### src/rtl/mac_pipe.sv
// mac_pipe: two-stage pipelined multiply-add / multiply-accumulate unit.
// Stage 1 registers the product; stage 2 applies the op against the accumulator and presents the result.
module mac_pipe #(
   parameter int DATA_W = 8,
   parameter int OUT_W  = 20
) (
   input  logic              clk_i,
   input  logic              rst_ni,
   input  logic              in_valid_i,
   output logic              in_ready_o,
   input  logic [1:0]        op_i,
   input  logic [DATA_W-1:0] a_i,
   input  logic [DATA_W-1:0] b_i,
   input  logic [DATA_W-1:0] c_i,
   output logic              out_valid_o,
   input  logic              out_ready_i,
   output logic [OUT_W-1:0]  d_o,
   output logic              ovf_o
);

   localparam int PROD_W = 2 * DATA_W;
   localparam int SUM_W  = OUT_W + 1;
   localparam logic [OUT_W-1:0] ACC_MAX = {OUT_W{1'b1}};

   localparam logic [1:0] OP_MAC_LOAD = 2'b01;
   localparam logic [1:0] OP_MAC_ACC  = 2'b10;

   if (OUT_W < 2 * DATA_W) begin : g_bad_width
      $error("mac_pipe: OUT_W must be >= 2*DATA_W");
   end

   logic              s1_valid_q, s1_valid_d;
   logic [PROD_W-1:0] s1_prod_q, s1_prod_d;
   logic [DATA_W-1:0] s1_c_q, s1_c_d;
   logic [1:0]        s1_op_q, s1_op_d;
   logic              out_valid_q, out_valid_d;
   logic [OUT_W-1:0]  d_q, d_d;
   logic [OUT_W-1:0]  acc_q, acc_d;
   logic              ovf_q, ovf_d;

   logic              s2_adv;
   logic              in_ready;
   logic              in_fire;
   logic [OUT_W-1:0]  prod_plus_c;
   logic [SUM_W-1:0]  acc_sum;

   always_comb begin
      s2_adv      = !out_valid_q || out_ready_i;
      in_ready    = !s1_valid_q || s2_adv;
      in_fire     = in_valid_i && in_ready;
      prod_plus_c = OUT_W'(s1_prod_q) + OUT_W'(s1_c_q);
      acc_sum     = SUM_W'(acc_q) + SUM_W'(s1_prod_q);

      s1_valid_d  = s1_valid_q;
      s1_prod_d   = s1_prod_q;
      s1_c_d      = s1_c_q;
      s1_op_d     = s1_op_q;
      out_valid_d = out_valid_q;
      d_d         = d_q;
      acc_d       = acc_q;
      ovf_d       = ovf_q;

      // Stage 1 may fill while stage 2 stalls if it was empty.
      if (in_fire) begin
         s1_valid_d = 1'b1;
         s1_prod_d  = a_i * b_i;
         s1_c_d     = c_i;
         s1_op_d    = op_i;
      end else if (s2_adv) begin
         s1_valid_d = 1'b0;
      end

      if (s2_adv) begin
         out_valid_d = s1_valid_q;
         if (s1_valid_q) begin
            case (s1_op_q)
               OP_MAC_LOAD: begin
                  acc_d = prod_plus_c;
                  ovf_d = 1'b0;
                  d_d   = prod_plus_c;
               end
               OP_MAC_ACC: begin
                  if (acc_sum[OUT_W]) begin
                     acc_d = ACC_MAX;
                     ovf_d = 1'b1;
                  end else begin
                     acc_d = acc_sum[OUT_W-1:0];
                  end
                  d_d = acc_d;
               end
               default: begin
                  d_d = prod_plus_c;
               end
            endcase
         end
      end
   end

   always_ff @(posedge clk_i or negedge rst_ni) begin
      if (!rst_ni) begin
         s1_valid_q  <= 1'b0;
         s1_prod_q   <= '0;
         s1_c_q      <= '0;
         s1_op_q     <= '0;
         out_valid_q <= 1'b0;
         d_q         <= '0;
         acc_q       <= '0;
         ovf_q       <= 1'b0;
      end else begin
         s1_valid_q  <= s1_valid_d;
         s1_prod_q   <= s1_prod_d;
         s1_c_q      <= s1_c_d;
         s1_op_q     <= s1_op_d;
         out_valid_q <= out_valid_d;
         d_q         <= d_d;
         acc_q       <= acc_d;
         ovf_q       <= ovf_d;
      end
   end

   assign in_ready_o  = in_ready;
   assign out_valid_o = out_valid_q;
   assign d_o         = d_q;
   assign ovf_o       = ovf_q;

endmodule

### config.mk
export PLATFORM = sky130hd
export DESIGN_NAME = mac_pipe
export DESIGN_NICKNAME = d
export VERILOG_FILES = /design/src/rtl/mac_pipe.sv
export SDC_FILE = /design/constraint.sdc
export NUM_CORES = 1
export LEC_CHECK = 0
export CAP_MARGIN = 10
export CORE_MARGIN = 2
export CORE_UTILIZATION = 30
export DETAILED_ROUTE_END_ITERATION = 10
export SLEW_MARGIN = 20
export SYNTH_ARGS = -nofsm -noshare
export SYNTH_HDL_FRONTEND = slang
export SYNTH_SLANG_ARGS = --single-unit
### constraint.sdc
create_clock -name clk_i -period 3.55 [get_ports clk_i]
set_clock_uncertainty 0.2 [all_clocks]
set_input_delay 0.355 -clock clk_i [delete_from_list [all_inputs] [get_ports clk_i]]
set_output_delay 0.355 -clock clk_i [all_outputs]
set_load 0.02 [all_outputs]
==> flow_summary.yaml, run 1 <==
yosys:
  synth-edff-count: 0
  synth_compound_area_share_pct: 15.7
  ys_top_cells_by_count: "dfrtp_1, inv_1, nand2_1"
  async_flop_share_pct: 100
  avgSynthCellArea_um2: 9.58
  ys.flop_type: "dfrtp_1"
  synth_fa_ha_area_share_pct: 24.6
  yosysTopAreaCell: "dfrtp_1"
  synth_simple_gate_area_share_pct: 14.9
  syn_nets: 782
  ys_seq_elements: 69
  yosys.area.top_type_share_pct: 27.6
  yosysWarningCount: 0
  syn_area_um2: 6250
  synthCells: 652
  netlist-cell-type-count: 67
  synth_top_family_by_area: "adder cells"
  ys_top_cells_by_area: "dfrtp_1, ha_1, fa_1"
  synth-xor-area-share_pct: 5.61
  ys_seq_area_share_pct: 27.6
  yosys-mux-area-fraction_pct: 6.07
global_route:
  grt_max_degree: 29
  antenna_found_initial: 0
  first_global_vias: 5059
  grt_first_pass_wirelength_um: 25300
  overflow: 0
  track_usage_pct: 14.5
route:
  via_count: 4895
  routed_wl_um: 15200
  ant_nets: 0
  wl_per_cell_um: 14.8
  first_iter_violations: 205
  avgViaCountPerCell: 4.76
  drtPass1Iterations: 4
  route.detailed.drc: 0
sta:
  fin_ws_ps: -278
  period_share_pct: 108
  hold_viol: 0
  maxSlewViolCount: 0
  setup_viol: 7
  tightestPinTransition_ps: 913
  rsz0062_at_grt: "yes"
  relSlewSlack_pct: 39.0
  max_freq_ghz: 0.261
  post-route-min-period_ps: 3830
setup_path:
  crit_start: "a_i[3]"
  critical_path_class: "in2reg"
  cp_max_fo: 7
  cp-end-kind: "register"
  cp.required_ps: 3580
  r2r-start: "s1_prod_q[0]"
  arrival_ps: 3860
  cp-start-kind: "input pin"
floorplan:
  coreArea_um2: 20400
  io_pins: 53
  die_h_um: 148
  core.rowCount: 52
  dieWidth_um: 148
  start_util_pct: 30.7
  dieArea_um2: 22000
final_layout:
  final_net_count: 883
  n_antenna_cell: 0
  drive_gt1_share_pct: 26.1
  syn2layout_area_growth_pct: 29.3
  fin_util_pct: 39.7
placed_design:
  io_buffers: 52
  gp_congestion: 0.903
  dpl.hpwl_um: 12200
cts:
  cts_sinks: 69
  cts_tree: "done"
  htreeDepth: 3
  clk_path_buf_depth: 2
  clk_latency_ps: 340
  cts_buffers: 9
  cts_root_buffer: "clkbuf_16"
  clk_pin_slew_ps: 60
worst_hold_path:
  holdCritStartpoint: "d_o[3]"
  min_path_type: "reg2reg"
power:
  p_leak_uw: 0.00366
  power.total_uw: 6420
  power.density_nw_per_um2: 795
  irDropWorstVdd_mv: 0.332
status:
  violations: "setup timing"
  status: "complete, but fails checks"
flow_run:
  cap_violations: 0
final timing paths:
check | cells past startpoint | to | slack (ps)
max in group asynchronous | 3 | d_o[8] | 1960
worst max register to register | 9 | acc_q[3] | 490
worst min register to register | 2 | d_o[3] | 280
worst min-delay path | 2 | d_o[3] | 280
min in group asynchronous | 2 | d_o[0] | 380
worst max-delay path | 16 | s1_prod_q[14] | -280
power by group:
part / switching, µW / internal (µW) / leakage [µW]
Clock: 360 / 618 / 0.000156
Combinational: 2120 / 2010 / 0.00266
Sequential: 240 / 1070 / 0.000845
worst max-delay path, cell delays in order:
cell and delay, ps:
buf_4 140, and2_4 140, fa_1 550, fa_1 420
fa_1 490, inv_1 50, fa_1 500, inv_2 50
ha_4 260, or2_4 110, a21oi_4 50, buf_4 130
buf_6 120, o31ai_4 260, xnor2_2 160, o21ai_1 70
layout make-up:
| class | count | area, µm² |
|---|---|---|
| Multi-Input combinational cell | 497 | 4480 |
| Inverter | 69 | 259 |
| Clock inverter | 7 | 98.8 |
| Tap cell | 270 | 338 |
| Timing Repair Buffer | 107 | 955 |
| Fill cell | 2006 | 12300 |
| Clock buffer | 9 | 225 |
| Sequential cell | 69 | 1730 |
cell usage in the layout (no fill, tap or decap), drive strengths merged, types with 3 or more instances in the layout:
| master | Yosys | layout |
|---|---|---|
| a31oi | 7 | 7 |
| a21oi | 35 | 35 |
| inv | 69 | 70 |
| a211oi | 4 | 4 |
| and4 | 3 | 3 |
| a21o | 7 | 7 |
| dlygate4sd2 | 0 | 3 |
| nor2 | 16 | 16 |
| dfrtp | 69 | 69 |
| a21boi | 3 | 3 |
| mux2 | 33 | 33 |
| o31ai | 7 | 7 |
| clkdlybuf4s50 | 0 | 35 |
| fa | 38 | 38 |
| o22ai | 6 | 6 |
| nor2b | 3 | 3 |
| nand2 | 64 | 64 |
| nand4 | 4 | 4 |
| o21a | 7 | 7 |
| a2bb2oi | 7 | 7 |
| clkbuf | 11 | 9 |
| nand3 | 11 | 11 |
| nor3 | 5 | 5 |
| o21bai | 4 | 4 |
| buf | 6 | 68 |
| and2 | 52 | 52 |
| clkinv | 0 | 3 |
| nand2b | 10 | 10 |
| xor2 | 20 | 20 |
| xnor2 | 20 | 20 |
| ha | 62 | 62 |
| o21ai | 45 | 45 |
stage by stage:
step / TNS (ps) / setup slack (ps) / cells / hold WS (ps) / instance area, µm²
5_1_grt: -2550 / -397 / 1028 / 305 / 8080
3_3_place_gp: -10430 / -1100 / 1002 / 220 / 7490
3_5_place_dp: -10830 / -1150 / 1002 / 226 / 7490
6_report: -1580 / -278 / 1028 / 281 / 8080
2_1_floorplan: -2000 / -445 / 652 / -141 / 6380
4_1_cts: -1640 / -274 / 1026 / 289 / 8000
per-layer routing:
layer	global-route usage, %	share of wire (%)
met1	18.7	45
met2	25.1	49
met3	2.67	4.4
met4	3.62	1.2
met5	0	0
flip-flops by register name (all words and copies together), names as in the netlist:
| signal | cells |
|---|---|
| s1_op_q | 2 |
| s1_prod_q | 16 |
| d_o | 20 |
| s1_c_q | 8 |
| out_valid_o | 1 |
| s1_valid_q | 1 |
| acc_q | 20 |
| ovf_o | 1 |
logic make-up (layout without fill, tap and decap cells):
| group | count (synthesis) | count (layout) |
|---|---|---|
| xor gates and xnor gates | 40 | 40 |
| buffers and inverters | 86 | 192 |
| muxes | 33 | 33 |
| adders and majority gates | 100 | 100 |
| DFF | 69 | 69 |
| and+or+nand+nor | 177 | 177 |
| AOI/OAI and AO/OA | 147 | 147 |
what timing repair did:
action | CTS | global route
resized for setup | 111 | 20
endpoints found under the hold margin | 24 | 0
hold buffers | 1 | 0
setup buffers | 7 | 3
setup endpoints to repair | 11 | 9
pin swaps | 44 | 26
Note: power is estimated with default switching activity, not from simulation.
==> run 2: changes to the inputs <==
CELL_PAD_IN_SITES_DETAIL_PLACEMENT = 1   (was default)
CELL_PAD_IN_SITES_GLOBAL_PLACEMENT = 1   (was default)
GPL_TIMING_DRIVEN = 0   (was default)
PLACE_DENSITY_LB_ADDON = 0.1   (was default)
==> run 2 against run 1 <==
The run still ends with setup timing left. Setup slack worse by 140 ps. Global-route usage is 2.3 points higher. Clock power is 11% higher. Critical path depth is 1 lower. Register-to-register slack worse by 140 ps. Largest power group unchanged.
==> flow_summary.yaml, run 2 (synthesis gave the netlist of run 1 again) <==
setup_path:
  cp-end-kind: "register"
  cp_slowest_cell: "fa_1"
  crit_path_end: "s1_prod_q[15]"
  cp.required_ps: 3550
  r2r_cells: 10
  rrSetupSlack_ps: 350
  path_common_cell: "fa_1"
  r2r_end: "acc_q[10]"
  r2r-start: "s1_prod_q[0]"
  cp_max_fo: 8
  crit_path_cell_trace: "buf_12 -> and2_4 -> fa_1 -> fa_1 -> fa_1 -> inv_1 -> fa_1 -> inv_2 -> ha_4 -> or2_4 -> a21oi_4 -> a21oi_4 -> a211o_1 -> xnor2_1 -> o21ai_1"
  max_stage_delay_ps: 530
  cp-start-kind: "input pin"
  critical_path_class: "in2reg"
  crit_start: "a_i[4]"
  arrival_ps: 3970
route:
  routed_wl_um: 17200
  avgViaCountPerCell: 5.00
  via_count: 5008
  route.detailed.drc: 0
  drtPass1Iterations: 4
  wl_per_cell_um: 17.2
  ant_nets: 0
  first_iter_violations: 149
floorplan:
  dieWidth_um: 148
  die_h_um: 148
  start_util_pct: 30.7
  core.rowCount: 52
  dieArea_um2: 22000
  io_pins: 53
  coreArea_um2: 20400
cts:
  htreeDepth: 3
  clk_pin_slew_ps: 60
  cts_buffers: 9
  cts_sinks: 69
  cts_root_buffer: "clkbuf_16"
  clk_latency_ps: 350
  cts_tree: "done"
  clk_path_buf_depth: 2
status:
  status: "complete, but fails checks"
  violations: "setup timing"
sta:
  worst_hold_slack_ps: 110
  relSlewSlack_pct: 40.6
  fin_ws_ps: -414
  period_share_pct: 112
  setup_viol: 7
  tns_ps: -1790
  hold_viol: 0
  rsz0062_at_grt: "yes"
  post-route-min-period_ps: 3960
  tightestPinTransition_ps: 868
  maxSlewViolCount: 0
  max_freq_ghz: 0.252
placed_design:
  gp_congestion: 0.867
  dpl_worst_slack_ps: -1450
  dpl.hpwl_um: 13800
  io_buffers: 52
power:
  irDropWorstVdd_mv: 0.334
  power.density_nw_per_um2: 815
  p_leak_uw: 0.00352
final_layout:
  drive_gt1_share_pct: 20.7
  fin_util_pct: 38.6
  syn2layout_area_growth_pct: 25.8
  final_cell_mix: "dfrtp_1, inv_1, nand2_1, ha_1, and2_1"
  final_common_cell: "dfrtp_1"
  final_net_count: 856
  n_antenna_cell: 0
worst_hold_path:
  min_path_type: "in2reg"
global_route:
  first_global_vias: 5549
  grt_max_degree: 42
  antenna_found_initial: 0
  track_usage_pct: 16.8
  top_usage_layer: "met2"
  grt_util_met3_pct: 2.67
  globalRouteMet2Util_pct: 28.2
  grtUsageMet1_pct: 22.9
  grt_first_pass_wirelength_um: 29100
  overflow: 0
flow_run:
  cap_violations: 0
[run 2: cell count changes in the layout (fill, tap and decap cells not counted), sizes merged]
cell and delta:
buf -37, bufinv +1, clkbuf +15, clkinv -2, dlygate4sd2 -3, inv -1
[run 2: worst min-delay path by stage]
stage / from / endpoint / slack (ps) / cells past startpoint
after floorplan: rst_ni / acc_q[0] / -140 / 0
after global placement: d_o[14] / d_o[14] / 270 / 2
after detailed placement: rst_ni / d_o[4] / 120 / 1
after CTS: a_i[0] / s1_prod_q[0] / 100 / 3
after global routing: a_i[0] / s1_prod_q[0] / 150 / 3
final: a_i[0] / s1_prod_q[0] / 110 / 3
[run 2: layout make-up]
type	instances	area (µm²)
Multi-Input combinational cell	497	4440
Clock buffer	11	253
Buffer	17	85.1
Sequential cell	69	1730
Fill cell	2280	12500
Tap cell	270	338
Timing Repair Buffer	63	654
Clock inverter	5	106
Inverter	69	259
[run 2: what timing repair did]
item                                    4_1_cts  5_1_grt
pin swaps                                    33       22
hold buffers                                  1        0
setup buffers                                 5        4
endpoints found under the hold margin        28        0
endpoints found under the setup margin       11        9
gates resized for setup                     126       17
[run 2: critical path: cells and delay by family]
family                   cells  cell delay [ps]
AO/OA/AOI/OAI                4              630
adder cells (fa/ha/maj)      5             2240
AND/OR/NAND/NOR              2              380
XOR/XNOR                     1              150
buffers and inverters        3              210
[run 2: per-layer routing]
metal	wire length [µm]	vias up
li1	-	2387
met1	8170	2548
met2	8250	61
met3	629	12
met4	174	0
met5	0	-
[run 2: where the power goes]
group / switching (µW) / internal, µW
combinational: 2130 / 1890
sequential: 235 / 1070
clock: 364 / 726
[run 2: stage by stage]
step	cells	total power, µW	cell area (µm²)
final	1001	6410	7860
after global routing	1001	6960	7860
after CTS	997	6360	7780
after detailed placement	975	5010	7260
after global placement	974	4940	7240
after floorplan	652	4020	6380
==> run 3: changes to the inputs <==
clock period = 3.9 ns   (was 3.55 ns; I/O delays follow)
==> run 3 against run 2 <==
The run still ends with setup timing left. Hold slack improved by 42 ps. Clock power fell by 32%. Final area fell by 1.4%. Total power fell by 15%. Non-clock buffer count fell by 3. Largest cell class unchanged. Highest routed layer is now met5.
==> flow_summary.yaml, run 3 (synthesis gave the netlist of run 1 again) <==
status:
  status: "complete, but fails checks"
  violations: "setup timing"
sta:
  maxSlewViolCount: 0
  worst_hold_slack_ps: 152
  relSlewSlack_pct: 47.5
  tightestPinTransition_ps: 768
  fin_ws_ps: -5.04
  post-route-min-period_ps: 3910
  rsz0062_at_grt: "yes"
  hold_viol: 0
  period_share_pct: 100
  max_freq_ghz: 0.256
  setup_viol: 1
floorplan:
  io_pins: 53
  coreArea_um2: 20400
  dieWidth_um: 148
  die_h_um: 148
  dieArea_um2: 22000
  core.rowCount: 52
  start_util_pct: 30.7
worst_hold_path:
  min_path_type: "in2reg"
route:
  drtPass1Iterations: 4
  routed_wl_um: 16400
  first_iter_violations: 147
  via_count: 4788
  route.detailed.drc: 0
  wl_per_cell_um: 16.5
  ant_nets: 0
  avgViaCountPerCell: 4.80
power:
  p_sw_uw: 2390
  p_leak_uw: 0.00345
  p_comb_share_pct: 64.8
  swShare_pct: 43.7
  power.density_nw_per_um2: 706
  intPower_uw: 3080
  power.share.clock_pct: 13.5
  power.total_uw: 5470
  irDropWorstVdd_mv: 0.230
  seqPwrFrac_pct: 21.7
cts:
  htreeDepth: 3
  cts_tree: "done"
  cts_buffers: 9
  clk_pin_slew_ps: 60
  clk_latency_ps: 330
  cts_sinks: 69
  clk_path_buf_depth: 2
  cts_root_buffer: "clkbuf_16"
setup_path:
  cp-end-kind: "register"
  cp.required_ps: 3900
  cp_max_fo: 8
  cp-start-kind: "input pin"
  critical_path_class: "in2reg"
  arrival_ps: 3910
final_layout:
  design_area_um2: 7750
  final_net_count: 853
  syn2layout_area_growth_pct: 24.0
  drive_gt1_share_pct: 20.6
  n_antenna_cell: 0
  ff_latch_area_um2: 1730
  final_cell_mix: "dfrtp_1, inv_1, nand2_1, ha_1, and2_1"
  multi_input_area_um2: 4460
  final_common_cell: "dfrtp_1"
  fillCellCount: 2297
global_route:
  grt_max_degree: 40
  overflow: 0
  grt_first_pass_wirelength_um: 27300
  antenna_found_initial: 1
  track_usage_pct: 15.7
  first_global_vias: 5233
placed_design:
  dpl.hpwl_um: 13500
  io_buffers: 52
  gp_congestion: 0.849
  place_area_um2: 7200
flow_run:
  cap_violations: 0
[run 3: final cells by class]
class	instances	share of cell area, %
multi-input combinational	497	57.6
sequential	69	22.3
timing repair buffer	60	7.96
tap	270	4.36
inverter	69	3.34
clock buffer	11	3.00
buffer	17	1.10
clock inverter	5	0.355
[run 3: what timing repair did]
action / 4_1_cts / 5_1_grt
hold buffers: 1 / 0
resized for setup: 98 / 50
hold endpoints to repair: 30 / 0
buffers inserted: 4 / 2
pin swaps: 9 / 27
endpoints found under the setup margin: 9 / 7
[run 3: layer usage]
layer / up-vias / GRT usage (%) / wire (µm)
met3: 16 / 2.42 / 330
met4: 2 / 3.71 / 211
met1: 2348 / 19.9 / 7510
li1: 2372 / - / -
met2: 50 / 28.1 / 8360
met5: - / 0 / 13
[run 3: worst max-delay path, stage by stage]
cell	delay, ps
buf_12	110
and2_4	150
fa_1	560
fa_1	440
fa_1	490
inv_1	50
fa_1	490
inv_2	50
ha_4	210
or2_4	230
a21oi_4	170
a21oi_2	70
a211o_1	280
xnor2_1	150
o21ai_1	70
[run 3: path summary, 6_finish.rpt]
path | to | slack, ps | startpoint | depth (start not counted)
worst max-delay path | s1_prod_q[15] | -5 | b_i[2] | 15
worst min-delay path | s1_prod_q[0] | 150 | a_i[0] | 3
worst max register to register | acc_q[6] | 810 | s1_prod_q[0] | 10
worst min register to register | d_o[18] | 280 | d_o[18] | 2
max in group asynchronous | s1_c_q[2] | 2600 | rst_ni | 3
min in group asynchronous | acc_q[16] | 340 | rst_ni | 2
[run 3: power groups by stage]
| stage | Sequential (µW) | Combinational (µW) | Clock, µW |
|---|---|---|---|
| 2_1_floorplan | 1240 | 2360 | 0 |
| 5_1_grt | 1230 | 3950 | 802 |
| 3_5_place_dp | 1200 | 3250 | 0 |
| 3_3_place_gp | 1190 | 3210 | 0 |
| 4_1_cts | 1190 | 3400 | 772 |
| 6_report | 1190 | 3540 | 740 |
[run 3: metrics by stage]
| stage | setup WS, ps | TNS [ps] | cells | util, % |
|---|---|---|---|---|
| finish | -5.04 | -5.04 | 998 | 38.1 |
| global route | -141 | -454 | 998 | 38.1 |
| CTS | -51.8 | -108 | 996 | 37.1 |
| detailed placement | -1150 | -8940 | 975 | 35.4 |
| global placement | -1050 | -26520 | 974 | 35.3 |
| floorplan | -132 | -244 | 652 | - |
